[config.mk]
export PLATFORM = sky130hd
export DESIGN_NAME = riscv_hwloop_state
export DESIGN_NICKNAME = d
export VERILOG_FILES = /design/src/rtl/riscv_hwloop_pkg.sv /design/src/rtl/riscv_hwloop_lane.sv /design/src/rtl/riscv_hwloop_state.sv
export SDC_FILE = /design/constraint.sdc
export NUM_CORES = 1
export LEC_CHECK = 0
export BUFFER_PORTS_ARGS = -buffer_cell sky130_fd_sc_hd__buf_2
export CAP_MARGIN = 5
export CORE_MARGIN = 3
export CORE_UTILIZATION = 48
export DETAILED_ROUTE_END_ITERATION = 12
export HOLD_SLACK_MARGIN = 0.08
export MAX_ROUTING_LAYER = met4
export PLACE_DENSITY = 0.77
export SKIP_LAST_GASP = 1
export SYNTH_ARGS = -nofsm -noshare
export SYNTH_HDL_FRONTEND = slang
export SYNTH_SLANG_ARGS = --single-unit
[constraint.sdc]
create_clock -name clk -period 6.8 [get_ports clk]
set_input_delay 0.34 -clock clk [delete_from_list [all_inputs] [get_ports clk]]
set_output_delay 0.34 -clock clk [all_outputs]
set_load 0.05 [all_outputs]
[src/rtl/riscv_hwloop_pkg.sv]
// Shared types and constants for the hardware-loop register file.
package riscv_hwloop_pkg;

  localparam int HWLP_MAX_REGS  = 4;

  localparam int HWLP_WE_START  = 0;
  localparam int HWLP_WE_END    = 1;
  localparam int HWLP_WE_CNT    = 2;

  typedef logic [2:0] hwlp_we_t;

  // One lane's write request after regid decode.
  typedef struct packed {
    hwlp_we_t    we;
    logic [31:0] start_addr;
    logic [31:0] end_addr;
    logic [31:0] cnt;
  } hwlp_wr_t;

  // Addresses are halfword aligned; bit 0 is never stored.
  function automatic logic [31:0] hwlp_align(input logic [31:0] addr);
    return addr & ~32'h1;
  endfunction

endpackage

[src/rtl/riscv_hwloop_lane.sv]
// One hardware loop: start/end/counter registers, write-over-decrement
// priority, IF->ID in-flight flag and counter underflow detection.
module riscv_hwloop_lane
  import riscv_hwloop_pkg::*;
(
  input  logic        clk,
  input  logic        rst_n,
  input  hwlp_wr_t    wr_i,
  input  logic        dec_i,       // decrement request already qualified by if_fire
  input  logic        id_valid_i,
  input  logic        flush_i,
  output logic [31:0] start_o,
  output logic [31:0] end_o,
  output logic [31:0] cnt_o,
  output logic        dec_id_o,
  output logic        underflow_o
);

  logic [31:0] start_q, start_d;
  logic [31:0] end_q,   end_d;
  logic [31:0] cnt_q,   cnt_d;
  logic        dec_id_q, dec_id_d;
  logic        uf_q,     uf_d;

  always_comb begin
    start_d = start_q;
    end_d   = end_q;
    cnt_d   = cnt_q;
    uf_d    = 1'b0;

    if (wr_i.we[HWLP_WE_START]) start_d = hwlp_align(wr_i.start_addr);
    if (wr_i.we[HWLP_WE_END])   end_d   = hwlp_align(wr_i.end_addr);

    // A counter write discards a same-cycle decrement, including its underflow.
    if (wr_i.we[HWLP_WE_CNT]) begin
      cnt_d = wr_i.cnt;
    end else if (dec_i) begin
      if (cnt_q == 32'd0) uf_d  = 1'b1;
      else                cnt_d = cnt_q - 32'd1;
    end
  end

  // Flush beats everything; otherwise a new set beats the ID-side clear.
  always_comb begin
    dec_id_d = dec_id_q;
    if (flush_i)         dec_id_d = 1'b0;
    else if (dec_i)      dec_id_d = 1'b1;
    else if (id_valid_i) dec_id_d = 1'b0;
  end

  always_ff @(posedge clk or negedge rst_n) begin
    if (!rst_n) begin
      start_q  <= '0;
      end_q    <= '0;
      cnt_q    <= '0;
      dec_id_q <= 1'b0;
      uf_q     <= 1'b0;
    end else begin
      start_q  <= start_d;
      end_q    <= end_d;
      cnt_q    <= cnt_d;
      dec_id_q <= dec_id_d;
      uf_q     <= uf_d;
    end
  end

  assign start_o     = start_q;
  assign end_o       = end_q;
  assign cnt_o       = cnt_q;
  assign dec_id_o    = dec_id_q;
  assign underflow_o = uf_q;

endmodule

[src/rtl/riscv_hwloop_state.sv]
// Hardware-loop register file and IF->ID decrement tracker feeding the
// hwloop controller. One lane per loop; writes are steered by hwlp_regid_i.
module riscv_hwloop_state
  import riscv_hwloop_pkg::*;
#(
  parameter  int N_REGS     = 2,
  localparam int N_REG_BITS = (N_REGS > 1) ? $clog2(N_REGS) : 1
) (
  input  logic                     clk,
  input  logic                     rst_n,
  input  logic [31:0]              hwlp_start_data_i,
  input  logic [31:0]              hwlp_end_data_i,
  input  logic [31:0]              hwlp_cnt_data_i,
  input  logic [2:0]               hwlp_we_i,
  input  logic [N_REG_BITS-1:0]    hwlp_regid_i,
  input  logic [N_REGS-1:0]        hwlp_dec_cnt_i,
  input  logic                     if_fire_i,
  input  logic                     id_valid_i,
  input  logic                     flush_i,
  output logic [N_REGS-1:0][31:0]  hwlp_start_addr_o,
  output logic [N_REGS-1:0][31:0]  hwlp_end_addr_o,
  output logic [N_REGS-1:0][31:0]  hwlp_counter_o,
  output logic [N_REGS-1:0]        hwlp_dec_cnt_id_o,
  output logic [N_REGS-1:0]        hwlp_active_o,
  output logic                     hwlp_underflow_o
);

  logic [N_REGS-1:0] lane_dec;
  logic [N_REGS-1:0] lane_uf;

  assign lane_dec = hwlp_dec_cnt_i & {N_REGS{if_fire_i}};

  for (genvar i = 0; i < N_REGS; i++) begin : g_lane
    hwlp_wr_t wr;

    // Regid values at or above N_REGS match no lane, so the write is dropped.
    always_comb begin
      wr            = '0;
      wr.start_addr = hwlp_start_data_i;
      wr.end_addr   = hwlp_end_data_i;
      wr.cnt        = hwlp_cnt_data_i;
      if (hwlp_regid_i == N_REG_BITS'(i)) wr.we = hwlp_we_i;
    end

    riscv_hwloop_lane u_lane (
      .clk         (clk),
      .rst_n       (rst_n),
      .wr_i        (wr),
      .dec_i       (lane_dec[i]),
      .id_valid_i  (id_valid_i),
      .flush_i     (flush_i),
      .start_o     (hwlp_start_addr_o[i]),
      .end_o       (hwlp_end_addr_o[i]),
      .cnt_o       (hwlp_counter_o[i]),
      .dec_id_o    (hwlp_dec_cnt_id_o[i]),
      .underflow_o (lane_uf[i])
    );

    assign hwlp_active_o[i] = |hwlp_counter_o[i];
  end

  assign hwlp_underflow_o = |lane_uf;

endmodule
==> summary.md <==
| Metric | Value |
|---|---|
| Outcome | `complete, no violations` |
| Max-cap violations | `0` |
| Pwr dens | `317.4 nW/µm²` |
| Synth Instances | `758` |
| CP max stage cell | `or4_1` |
| Mapped Avg Cell Area | `11.64 µm²` |
| PortBufs | `297` |
| Die Wd | `141.6 µm` |
| Final non-filler cell total | `1,279` |
| Detailed Route WL | `24,460 µm` |
| Post-cts sizing count | `0` |
| P_leak | `4.814 nW` |
| Initial antenna violation count | `0` |
| Placer Congestion | `0.8990` |
| Pre-CTS worst setup slack | `3.887 ns` |
| Top cell family by delay on the critical path | `simple AND/OR/NAND/NOR gates` |
| RSZ-0062 raised after global routing | `no` |
| Post-synthesis register bit count | `192` |
| Largest net degree at the start of global routing | `121` |
| Core area | `17,660 µm²` |
| Worst Clk Skew | `0.008145 ns` |
| TritonCTS Buffers | `17` |
| Final Cycle Share | `49.76%` |
| # DRC | `0` |
| Worst-Margin Slew | `0.9473 ns` |
| Drt first pass iters | `5` |
| Yosys warnings | `0` |
| Min Tclk post-route | `3.383 ns` |
| M1 WL | `9918 µm` |
| Via density | `5.757` |
| Vias in the first global route | `7,193` |
| Via count | `7,363` |
| Startpoint types | `flip-flop` |
| Critical path peak fanout | `18` |
| I/O pin cnt | `304` |
| Critical-path cell list | `or4_1 -> nor4_4 -> and4_1 -> inv_1 -> buf_2` |
| Setup WS post-layout | `3.417 ns` |
| Placed cell count | `1,246` |
| Cell area after synthesis | `8822 µm²` |
| Final setup viols | `0` |
| Fin. Hold Viols | `0` |
| Setup TNS | `0 ns` |
| Post-DP HPWL | `18,280 µm` |
| Sequential share of the synthesized area | `54.46%` |
| Max-slew headroom | `36.84%` |
| WP data arrival | `3.04 ns` |
| Layout area overhead | `25.13%` |
| CTS tree | `yes` |
| Wire per inst | `19.12 µm` |
| CP bufs+invs | `2` |
| Total gr overflow | `0` |
| Clock Path Buffers | `2` |
| Root Driver | `clkbuf_16` |
| Distinct cells, synth | `49` |
| Clock sink count | `192` |
| Die height | `141.6 µm` |
| Layout cells sized above 1 | `45.07%` |
| Pins Over Slew Limit | `0` |
| H-tree Lvls | `4` |
| ANT nets after route | `0` |
| Ys flop type | `dfrtp_1` |
| CP Class | `reg2out` |
| Die Area | `20,040 µm²` |
| Final nets | `1,151` |
| Critical path data required time | `6.46 ns` |
| WL met2 | `11,730 µm` |
| FMAX | `0.2956 GHz` |
| CP peak stage delay | `0.64 ns` |
| First-pass GRT wire length | `37,980 µm` |
| All-Layer GR Usage | `24.53%` |
| Async set or reset register ratio after synthesis | `100.0%` |
| Clock Latency Late Sink | `0.42 ns` |
| Initial DRC Count | `371` |
| Site Rows | `48` |
| Hold Crit Class | `in2reg` |
| Metal3 WL | `2198 µm` |
| Reg clk slew, reported paths | `0.07 ns` |
| Top sig layer | `met4` |
| Post-synth EDFFs | `0` |
| Antenna Cells | `0` |
| Initial Util | `49.96%` |
| Number of setup buffers added after CTS | `0` |
| Critical Path Sink Type | `output pin` |
| Peak supply drop | `0.0001868 V` |
worst paths after layout:
check | slack (ns) | to | start | depth (start not counted)
max in group asynchronous | 4.66 | g_lane[1].u_lane.cnt_o[7]$_DFFE_PN0P_ | rst_n | 3
worst min-delay path | 0.15 | g_lane[0].u_lane.cnt_o[23]$_DFFE_PN0P_ | hwlp_cnt_data_i[23] | 3
worst min register to register | 0.50 | g_lane[1].u_lane.end_o[13]$_DFFE_PN0P_ | g_lane[1].u_lane.end_o[13]$_DFFE_PN0P_ | 1
min in group asynchronous | 0.57 | g_lane[1].u_lane.end_o[3]$_DFFE_PN0P_ | rst_n | 2
worst max register to register | 3.84 | g_lane[0].u_lane.cnt_o[17]$_DFFE_PN0P_ | g_lane[0].u_lane.cnt_o[7]$_DFFE_PN0P_ | 6
worst max-delay path | 3.42 | hwlp_active_o[0] | g_lane[0].u_lane.cnt_o[7]$_DFFE_PN0P_ | 5
worst register-to-register path, cell delays in order (launching register included):
cell and delay (ns):
dfrtp_1 0.45, or4_1 0.64, nor4_4 0.45, and4_1 0.60, buf_4 0.36, o31ai_1 0.12
a31oi_1 0.24
routing by layer:
| layer | track usage, % | vias up |
|---|---|---|
| met4 | 7.071 | 0 |
| met1 | 31.41 | 3596 |
| met5 | - | - |
| li1 | - | 3403 |
| met2 | 39.19 | 325 |
| met3 | 5.898 | 39 |
cells in the final DEF, fill, tap and decap left out, drive strengths merged, types with 5 or more instances in the layout:
| cell | instances |
|---|---|
| a21oi | 12 |
| a31oi | 37 |
| buf | 307 |
| clkbuf | 18 |
| dfrtp | 192 |
| inv | 14 |
| mux2 | 124 |
| nand2 | 36 |
| nand2b | 7 |
| nand3 | 16 |
| nand4 | 5 |
| nor2 | 62 |
| nor3 | 15 |
| nor4 | 13 |
| o211ai | 11 |
| o21ai | 25 |
| o31ai | 25 |
| or3 | 28 |
| or4 | 42 |
| xnor2 | 7 |
| xor2 | 9 |
logic make-up (layout without fill, tap and decap cells):
group | count (synthesis) | count (layout) | synth area share, %
other cells | 1 | 4 | 0.04251
buf+inv | 54 | 347 | 2.780
simple gates | 246 | 246 | 15.70
mux | 125 | 125 | 15.94
compound gates | 122 | 122 | 9.205
xor+xnor | 16 | 16 | 1.588
flops | 192 | 192 | 54.46
fa+ha+maj | 2 | 2 | 0.2836
cell usage after synthesis, types with 3 or more instances:
cell type / count / area [µm²]
or3_1: 27 / 168.9
nand2_1: 36 / 135.1
xor2_1: 9 / 78.83
a31oi_1: 37 / 231.5
clkbuf_1: 29 / 108.9
dfrtp_1: 192 / 4805
nor2_1: 62 / 232.7
mux2_2: 124 / 1396
o311ai_0: 3 / 26.28
a21oi_1: 12 / 60.06
nor4_1: 10 / 62.56
or2_2: 4 / 25.02
inv_1: 6 / 22.52
buf_1: 8 / 30.03
and2_1: 4 / 25.02
nand4b_1: 4 / 35.03
and4_1: 3 / 26.28
nand4_1: 5 / 31.28
o2111ai_1: 3 / 26.28
o31ai_1: 25 / 187.7
nand2b_1: 7 / 43.79
xnor2_1: 7 / 61.31
nand3_1: 16 / 80.08
buf_4: 9 / 67.56
o211ai_1: 11 / 82.58
or4_1: 40 / 300.3
o21ai_0: 24 / 120.1
nor3_1: 14 / 70.07
sequential cells by signal, summed over array words and instances (netlist names):
name                       count
g_lane.u_lane.cnt_o           64
g_lane.u_lane.end_o           62
g_lane.u_lane.start_o         62
g_lane.u_lane.dec_id_o         2
g_lane.u_lane.underflow_o      2
metrics by stage:
stage	cell area, µm²	hold WS [ns]	power [mW]	utilization, %
after CTS	11040	0.1345	3.535	62.52
final	11040	0.1503	3.504	62.52
after floorplan	8833	0.04441	2.258	-
after detailed placement	10470	0.4871	2.587	59.30
after global routing	11040	0.1403	3.658	62.52
after global placement	10470	0.4813	2.564	59.30
area by class of cell:
| type | count | area, µm² |
|---|---|---|
| clock buffer | 17 | 425.4 |
| clock inverter | 14 | 123.9 |
| fill | 1440 | 6618 |
| inverter | 6 | 22.52 |
| multi-input combinational | 515 | 3784 |
| sequential | 192 | 4805 |
| tap | 225 | 281.5 |
| timing repair buffer | 310 | 1598 |
power by group:
group          internal [mW]  switching, mW
Clock                  0.481          0.461
Combinational          0.286          0.846
Sequential              1.30          0.126
Total                   2.07           1.43
what timing repair did:
item,CTS,global route
setup endpoints to repair,0,0
hold endpoints to repair,16,0
hold buffers,2,0
Power figures use the tool's default switching activity.
